**src/rtl/uart_pkg.sv**
```systemverilog
// Shared UART types and constants for the receive and transmit stages.
// Frame: one start bit, data bits LSB-first, then one or more stop bits.
package uart_pkg;

  typedef enum logic [1:0] {
    IDLE,
    START,
    DATA,
    STOP
  } rx_state_t;

  localparam int unsigned DefaultWidth      = 8;
  localparam int unsigned DefaultDepth      = 4;
  localparam int unsigned DefaultStopBits   = 2;
  localparam int unsigned DefaultClksPerBit = 16;

  localparam logic STOP_LEVEL  = 1'b1;
  localparam logic START_LEVEL = 1'b0;

  // Counter width for a 0..v-1 range, never narrower than one bit.
  function automatic int unsigned clog2_min1(int unsigned v);
    return (v > 1) ? $clog2(v) : 1;
  endfunction

endpackage

```
**src/rtl/uart_sync2.sv**
```systemverilog
// Two-flop synchronizer for the asynchronous serial line.
// Both flops reset to 1 so that an idle line cannot produce a false start.
module uart_sync2 (
  input  logic clk,
  input  logic reset,
  input  logic d,
  output logic q
);

  logic meta_q;
  logic sync_q;

  always_ff @(posedge clk) begin
    if (!reset) begin
      meta_q <= 1'b1;
      sync_q <= 1'b1;
    end else begin
      meta_q <= d;
      sync_q <= meta_q;
    end
  end

  assign q = sync_q;

endmodule

```
**src/rtl/uart_receiver.sv**
```systemverilog
// UART receive stage: mid-bit sampling, framing-error detection and a
// history buffer of the last DEPTH good bytes ([0] is the newest entry).
module uart_receiver
  import uart_pkg::*;
#(
  parameter int unsigned WIDTH        = DefaultWidth,
  parameter int unsigned DEPTH        = DefaultDepth,
  parameter int unsigned STOP_BITS    = DefaultStopBits,
  parameter int unsigned CLKS_PER_BIT = DefaultClksPerBit
) (
  input  logic                               clk,
  input  logic                               reset,
  input  logic                               RXserial,
  input  logic                               buf_clear,
  output logic [WIDTH-1:0]                   data,
  output logic                               rx_valid,
  output logic                               frame_err,
  output logic                               busy,
  output logic [$clog2(DEPTH+1)-1:0]         rx_count,
  output logic [DEPTH-1:0][WIDTH-1:0]        RXBUF
);

  localparam int unsigned HALF     = (CLKS_PER_BIT - 1) / 2;
  localparam int unsigned CNT_W    = clog2_min1(CLKS_PER_BIT);
  localparam int unsigned BIT_W    = clog2_min1((WIDTH > STOP_BITS) ? WIDTH : STOP_BITS);
  localparam int unsigned CNT_RX_W = $clog2(DEPTH + 1);

  localparam logic [CNT_W-1:0]    HALF_M1   = CNT_W'((HALF == 0) ? 0 : HALF - 1);
  localparam logic [CNT_W-1:0]    CPB_M1    = CNT_W'(CLKS_PER_BIT - 1);
  localparam logic [BIT_W-1:0]    LAST_DATA = BIT_W'(WIDTH - 1);
  localparam logic [BIT_W-1:0]    LAST_STOP = BIT_W'(STOP_BITS - 1);
  localparam logic [CNT_RX_W-1:0] FULL      = CNT_RX_W'(DEPTH);

  logic rx_s;

  uart_sync2 u_sync (
    .clk   (clk),
    .reset (reset),
    .d     (RXserial),
    .q     (rx_s)
  );

  rx_state_t                   state_q, state_d;
  logic [CNT_W-1:0]            cnt_q, cnt_d;
  logic [BIT_W-1:0]            bit_q, bit_d;
  logic [WIDTH-1:0]            shift_q, shift_d;
  logic                        err_q, err_d;
  logic                        armed_q, armed_d;
  logic                        done_ok, done_bad, stop_bad;

  logic [WIDTH-1:0]            data_q, data_d;
  logic [DEPTH-1:0][WIDTH-1:0] buf_q, buf_d;
  logic [CNT_RX_W-1:0]         count_q, count_d;
  logic                        valid_q, ferr_q;

  // Frame FSM and sampling counters.
  always_comb begin
    state_d  = state_q;
    cnt_d    = cnt_q + CNT_W'(1);
    bit_d    = bit_q;
    shift_d  = shift_q;
    err_d    = err_q;
    armed_d  = armed_q;
    done_ok  = 1'b0;
    done_bad = 1'b0;
    stop_bad = err_q | (rx_s != STOP_LEVEL);

    unique case (state_q)
      IDLE: begin
        cnt_d = '0;
        if (rx_s == STOP_LEVEL) begin
          armed_d = 1'b1;
        end else if (armed_q) begin
          err_d = 1'b0;
          bit_d = '0;
          // With HALF == 0 this edge is already the start-bit sample.
          state_d = (HALF == 0) ? DATA : START;
        end
      end
      START: begin
        if (cnt_q == HALF_M1) begin
          cnt_d   = '0;
          state_d = (rx_s == START_LEVEL) ? DATA : IDLE;
        end
      end
      DATA: begin
        if (cnt_q == CPB_M1) begin
          cnt_d            = '0;
          shift_d          = shift_q >> 1;
          shift_d[WIDTH-1] = rx_s;
          if (bit_q == LAST_DATA) begin
            bit_d   = '0;
            state_d = STOP;
          end else begin
            bit_d = bit_q + BIT_W'(1);
          end
        end
      end
      STOP: begin
        if (cnt_q == CPB_M1) begin
          cnt_d = '0;
          err_d = stop_bad;
          if (bit_q == LAST_STOP) begin
            bit_d   = '0;
            state_d = IDLE;
            // A line left low (break) must go high before the next start.
            armed_d  = rx_s;
            done_ok  = !stop_bad;
            done_bad = stop_bad;
          end else begin
            bit_d = bit_q + BIT_W'(1);
          end
        end
      end
      default: state_d = IDLE;
    endcase
  end

  // Completion: data, history buffer and fill count.
  always_comb begin
    data_d  = data_q;
    buf_d   = buf_q;
    count_d = count_q;
    if (done_ok) begin
      data_d   = shift_q;
      buf_d[0] = shift_q;
      for (int i = 1; i < int'(DEPTH); i++) begin
        buf_d[i] = buf_q[i-1];
      end
      count_d = (count_q == FULL) ? count_q : count_q + CNT_RX_W'(1);
    end
    if (buf_clear) begin
      buf_d   = '0;
      count_d = '0;
    end
  end

  always_ff @(posedge clk) begin
    if (!reset) begin
      state_q <= IDLE;
      cnt_q   <= '0;
      bit_q   <= '0;
      shift_q <= '0;
      err_q   <= 1'b0;
      armed_q <= 1'b0;
      data_q  <= '0;
      buf_q   <= '0;
      count_q <= '0;
      valid_q <= 1'b0;
      ferr_q  <= 1'b0;
    end else begin
      state_q <= state_d;
      cnt_q   <= cnt_d;
      bit_q   <= bit_d;
      shift_q <= shift_d;
      err_q   <= err_d;
      armed_q <= armed_d;
      data_q  <= data_d;
      buf_q   <= buf_d;
      count_q <= count_d;
      valid_q <= done_ok;
      ferr_q  <= done_bad;
    end
  end

  assign data      = data_q;
  assign RXBUF     = buf_q;
  assign rx_count  = count_q;
  assign rx_valid  = valid_q;
  assign frame_err = ferr_q;
  assign busy      = (state_q != IDLE);

endmodule

```
**config.mk**
```make
export PLATFORM = sky130hd
export DESIGN_NAME = uart_receiver
export DESIGN_NICKNAME = d
export VERILOG_FILES = /design/src/rtl/uart_pkg.sv /design/src/rtl/uart_sync2.sv /design/src/rtl/uart_receiver.sv
export SDC_FILE = /design/constraint.sdc
export NUM_CORES = 1
export LEC_CHECK = 0
export CAP_MARGIN = 20
export CORE_ASPECT_RATIO = 1.2
export CORE_UTILIZATION = 52
export DETAILED_ROUTE_END_ITERATION = 10
export GPL_TIMING_DRIVEN = 1
export PLACE_DENSITY = 0.82
export SYNTH_ARGS = -nofsm -noshare
export SYNTH_HDL_FRONTEND = slang
export SYNTH_HIERARCHICAL = 1
export SYNTH_SLANG_ARGS = --single-unit
```
**constraint.sdc**
```tcl
create_clock -name clk -period 4.1 [get_ports clk]
set_input_delay 0.82 -clock clk [delete_from_list [all_inputs] [get_ports clk]]
set_output_delay 0.82 -clock clk [all_outputs]
set_load 0.02 [all_outputs]
```
==> results.md, run 1 <==
* Worst path most repeated cell: inv_1
* Register-to-Register Path Depth at 6
* CP bufs+invs at 3
* Overflow after GRT at 0
* EDFF count, synth at 0
* CTS-repair resized insts at 0
* Average size of a mapped cell at roughly 8.7 um2
* Buffer count from post-CTS setup fixing at 0
* Synth async-reset ratio at 0%
* Status: completed
* Synth Register Bits at 66
* Chip width at around 67 um
* Critical path's largest stage delay at a little over 600 ps
* Num CTS Buffers at 9
* Levels on crit path at 4
* Clock-pin slew on the worst setup and hold paths at ~70 ps
* Crit path DAT at between 1500 and 2000 ps
* Clock Skew at 7.958 ps
* Worst hold path class: reg -> reg
* Final setup viols at 0
* Yosys warns at 6
* Register area share after synthesis at ~50%
* Vias per inst at approximately 5.3
* Layout area overhead at 27.12%
* Crit path kind: reg -> out
* Total GRT Usage at 21.60%
* Final Hold Vio Count at 0
* Proportion of layout cells with a drive suffix above 1 at around 12%
* I/O Buffers at 49
* MaxCap Viol Count at 0
* CP max FO at 7
* Post-DP HPWL at around 3500 um
* Hold path depth at 1
* Initial core utilization at 54.18%
* Initial antenna violation count at 0
* Slowest cell on the critical path: clkdlybuf4s50_1
* Routed WL at 5180 um
* Design Power at 1.317 mW
* Worst Tran Pin Value at around 750 ps
* Largest net degree at the start of global routing at between 40 and 50
* RSZ-0062 raised after global routing: false
* Crit start category: flip-flop
* Placement Cell Area at 3147 um2
* Detailed-route DRC error count at 0
* Setup TNS Final at 0 ps
* Final slew viol count at 0
* First-pass GRT wire length at between 8000 and 9000 um
* Post-synth top area share at 49.37%
* LEAKAGE at ~1.2 nW
* Avg WL per Cell at around 12 um
* CTS H-tree lvls at 3
* Hold_buf cts at 0
* Synth cell types at 38
* Starting DRC count in detailed routing at ~130
* Setup crit end kind: primary output
* Detailed-route via count at approximately 2200
* Core footprint at 4940 um2
* Synth area leaders: dfxtp_1 49%, nand2_1 12%, a21oi_1 8.8%, ha_1 5.1%, a21oi_2 3.3%
* CP required at 3280 ps
* Top-count cell post-synth: nand2_1
* Post-synth top flop: dfxtp_1
* Clock Latency Late Sink at around 340 ps
* Mapped Cells at between 300 and 400
* Final ANT Viol Nets at 0
* Maximum vdd drop at 0.2708 mV
* Critical path cell sequence: inv_1 > ha_1 > inv_1 > clkdlybuf4s50_1
* DRT Pass-1 Iters at 4
* Cell Rows at 28
* CTS sink cnt at between 60 and 70
* Design area at around 3400 um2
* Pwr Density at 387.0 nW/um2
* Io pins at 50
* Synth Net Count at 322
* CP top delay family: buffers and inverters
* CTS tree: yes
* Cell accounting for the most synthesized area: dfxtp_1
* Tmin final at roughly 2700 ps
* Final Cycle Share at around two thirds
* Die Height at 80.59 um
* RePlAce Congestion at around 0.94
* ANT cells at 0
* CTS root buffer: clkbuf_8
* Relative slew slack at between 50% and 60%
* Vias in the first global route at around 2000
* Die ar. at 5439 um2
* Highest clock rate at roughly 370 MHz
* Cell area after synthesis at approximately 2700 um2
* Synth cell count leaders: 86 x nand2_1, 66 x dfxtp_1, 47 x a21oi_1, 11 x ha_1
* Number of nets in the layout at between 300 and 400
* Clk buf depth at 2
## state kept, by name (all words and copies together) (netlist names), named ones only
signal / count
armed_q: 1
frame_err: 1
err_q: 1
rx_count: 3
u_sync/meta_q: 1
data: 8
bit_q: 3
shift_q: 8
cnt_q: 4
rx_valid: 1
u_sync/q: 1
RXBUF: 32
state_q: 1
## layout by cell type (no fill, tap or decap), drive strengths merged, types with 3 or more instances in the layout
master and n:
clkbuf 10, dfxtp 66, inv 8, mux2i 3, buf 3, ha 11
nand2b 7, nor2 9, or3 3, clkdlybuf4s50 49, nor3 3, clkinv 3
a21oi 57, nand2 96
## worst reg2reg max path: stages, from the launching register on
cell	delay, ps
dfxtp_1	390
ha_1	380
nand4_4	180
or3_1	400
buf_4	280
nand2_1	140
a21oi_1	80
## metal layers
| metal | global-route usage (%) | wire [um] |
|---|---|---|
| met5 | 0 | 0 |
| met3 | 5.682 | 213 |
| met2 | 37.72 | 2701 |
| met4 | 11.70 | 100 |
| met1 | 22.92 | 2165 |
## final cells by class
| class | count | area (um2) |
|---|---|---|
| clock buffers | 10 | 137.6 |
| clock inverters | 6 | 90.09 |
| fillers | 396 | 1538 |
| inverters | 8 | 30.03 |
| multi-input cells | 215 | 1215 |
| flip-flops and latches | 66 | 1321 |
| well taps | 60 | 75.07 |
| repair buffers | 52 | 533.0 |
## worst paths after layout
check | start | endpoint | slack [ps]
setup / recovery | state_q[0] | busy | 1400
hold / removal | u_sync/meta_q | u_sync/q | 410
setup reg to reg | state_q[0] | data[4] | 2110
hold reg to reg | u_sync/meta_q | u_sync/q | 410
## report_power, final
group,total [mW],leakage (nW),switching [mW],internal (mW)
Sequential,0.649,0.532,0.00436,0.645
Combinational,0.0579,0.510,0.0363,0.0216
Clock,0.609,0.112,0.250,0.360
## per-stage QoR
stage	setup WS (ps)	cells	hold WS [ps]	utilization, %
3_3_place_gp	1759	400	391.5	63.70
5_1_grt	1318	417	445.3	68.87
3_5_place_dp	1688	400	397.0	63.70
4_1_cts	1394	416	413.6	68.31
2_1_floorplan	2333	307	386.3	-
6_report	1400	417	407.7	68.87
## logic make-up after synthesis
group,synth area share [%]
adders and majority gates,5.143
muxes,1.122
buffers and inverters,5.236
DFF,49.37
AOI/OAI and AO/OA,15.85
xor gates and xnor gates,0.9819
and+or+nand+nor,22.30
(Power assumes the default switching activity.)
==> inputs of run 2 (changes only) <==
CORE_UTILIZATION = 51   (was 52)
PLACE_DENSITY = 0.8   (was 0.82)
clock period = 2.5 ns   (was 4.1 ns; I/O delays follow)
==> run 2 against run 1 <==
  * First-iteration DRC count up 15%
  * Sequential share of layout area up 0.30 points
  * Critical path depth unchanged
==> results.md, run 2 (synthesis gave the netlist of run 1 again) <==
* Final Cycle Share at 94.60%
* Crit path DAT at 1860 ps (was 1880 ps)
* Combinational power share at 4.6% (was 4.4%)
* Critical path's largest stage delay at 610 ps (was 620 ps)
* Io pins at 50 (unchanged)
* Chip width at 68.13 um (was 67.49 um)
* Design area at 3376 um2 (was 3402 um2)
* Final setup viols at 0 (unchanged)
* Vias per inst at 5.151 (was 5.254)
* Clk buf depth at 2 (unchanged)
* Worst Tran Pin Value at 803.4 ps (was 746.2 ps)
* Tmin final at ~2400 ps
* Internal power at 1.634 mW (was 1.026 mW)
* Number of nets in the layout at 368 (was 367)
* Starting DRC count in detailed routing at 151 (was 131)
* Status: completed (unchanged)
* Clock Latency Late Sink at 340 ps (about the same)
* Setup TNS Final at 0 ps (unchanged)
* Die ar. at 5543 um2 (was 5439 um2)
* Flop pwr share at 51.0% (was 49.3%)
* LEAKAGE at 1.154 nW (about the same)
* Routed WL at 5140 um (was 5180 um)
* RePlAce Congestion at 0.8605 (was 0.9375)
* Detailed-route DRC error count at 0 (unchanged)
* Initial core utilization at 53.80% (was 54.18%)
* CTS root buffer: clkbuf_8 (unchanged)
* Avg WL per Cell at 12.30 um (was 12.42 um)
* Final Hold Vio Count at 0 (unchanged)
* Maximum vdd drop at 0.3678 mV (was 0.2708 mV)
* Final ANT Viol Nets at 0 (unchanged)
* Worst hold path class: reg -> reg (unchanged)
* Clk pwr share at 44.4% (was 46.3%)
* Final slew viol count at 0 (unchanged)
* Critical path cell sequence: inv_1 > ha_1 > inv_1 > clkdlybuf4s50_1 (unchanged)
* Placement Cell Area at 3162 um2 (was 3147 um2)
* CTS sink cnt at 66 (unchanged)
* Relative slew slack at 46.38% (was 50.20%)
* Num CTS Buffers at 9 (unchanged)
* Layout area overhead at 26.13% (was 27.12%)
* Vias in the first global route at 1919 (was 2043)
* ANT cells at 0 (unchanged)
* Hold_buf cts at 0 (unchanged)
* Highest clock rate at 422.8 MHz
* CTS tree: yes (unchanged)
* Proportion of layout cells with a drive suffix above 1 at 12.29% (was 12.04%)
* Initial antenna violation count at 0 (unchanged)
* Worst path most repeated cell: inv_1 (unchanged)
* Crit path kind: reg -> out (unchanged)
* Most frequent cells in the layout: 86 x nand2_1, 66 x dfxtp_1, 49 x clkdlybuf4s50_1 (unchanged)
* CTS H-tree lvls at 3 (unchanged)
* Setup crit end kind: primary output (unchanged)
* Largest net degree at the start of global routing at 42 (unchanged)
* Slowest cell on the critical path: clkdlybuf4s50_1 (unchanged)
* Clock-pin slew on the worst setup and hold paths at 80 ps (was 70 ps)
* Post-DP HPWL at 3571 um (was 3455 um)
* Psw at 455.1 uW (was 290.5 uW)
* CP max FO at 7 (unchanged)
* Detailed-route via count at 2153 (was 2191)
* Cell Rows at 28 (unchanged)
* CP required at 2000 ps (was 3280 ps)
* Total GRT Usage at 20.30% (was 21.60%)
* Pwr Density at 618.7 nW/um2 (was 387.0 nW/um2)
* Crit start category: flip-flop (unchanged)
* Buffer count from post-CTS setup fixing at 0 (unchanged)
* Die Height at 81.36 um (was 80.59 um)
* Sw frac at 21.79% (was 22.07%)
* Max FFs per register at 32 (unchanged)
* DRT Pass-1 Iters at 5 (was 4)
* Clock Skew at 12.43 ps (was 7.958 ps)
* CTS-repair resized insts at 0 (unchanged)
* Core footprint at 4975 um2 (was 4940 um2)
* RSZ-0062 raised after global routing: false (unchanged)
* MaxCap Viol Count at 0 (unchanged)
* Commonest non-fill, non-tap cell in the layout: nand2_1 (unchanged)
* Overflow after GRT at 0 (unchanged)
* First-pass GRT wire length at 8307 um (was 8714 um)
* I/O Buffers at 49 (unchanged)
-- run 2: changes by cell type in the layout (fill, tap and decap cells not counted), sizes merged --
| cell | change |
|---|---|
| clkbuf | +2 |
| bufinv | -1 |
| clkinvlp | -1 |
| buf | +1 |
-- run 2: path summary, 6_finish.rpt --
path,start,to,slack (ps),cells past startpoint
setup / recovery,state_q[0],busy,140,4
setup reg to reg,state_q[0],data[7],450,6
hold reg to reg,u_sync/meta_q,u_sync/q,410,1
hold / removal,u_sync/meta_q,u_sync/q,410,1
-- run 2: power by group through the flow --
stage                     combinational, mW  sequential (mW)  clock (mW)
after floorplan                      0.0685             1.09           0
after global placement               0.0943             1.09           0
after CTS                            0.0953             1.06       0.952
after detailed placement             0.0949             1.09           0
final                                0.0955             1.06       0.928
after global routing                  0.105             1.07        1.00
-- run 2: area by class of cell --
cell class                 count  area, um2
timing repair buffer          53      520.5
multi-input combinational    215       1215
fill                         428       1599
sequential                    66       1321
clock inverter                 4      48.80
tap                           60      75.07
inverter                       8      30.03
clock buffer                  12      165.2
-- run 2: stage by stage --
stage | hold slack [ps] | std cells | util (%) | setup slack [ps] | power, mW
floorplan | 386.3 | 307 | - | 789.5 | 1.155
global placement | 394.0 | 402 | 63.56 | 463.8 | 1.182
detailed placement | 395.3 | 402 | 63.56 | 453.8 | 1.184
CTS | 413.1 | 418 | 67.86 | 129.9 | 2.112
global route | 426.9 | 418 | 67.86 | 59.92 | 2.170
finish | 409.8 | 418 | 67.86 | 135.0 | 2.089
-- run 2: critical path, delay by kind of cell (launching register included) --
| family | cells | cell delay [ps] |
|---|---|---|
| flops | 1 | 390 |
| buf+inv | 3 | 840 |
| fa+ha+maj | 1 | 300 |
-- run 2: metal layers --
metal	GRT usage [%]	up-vias	wire [um]
li1	-	1108	-
met1	23.58	979	2222
met2	33.63	59	2620
met3	6.742	7	219
met4	8.333	0	76
met5	0	-	0
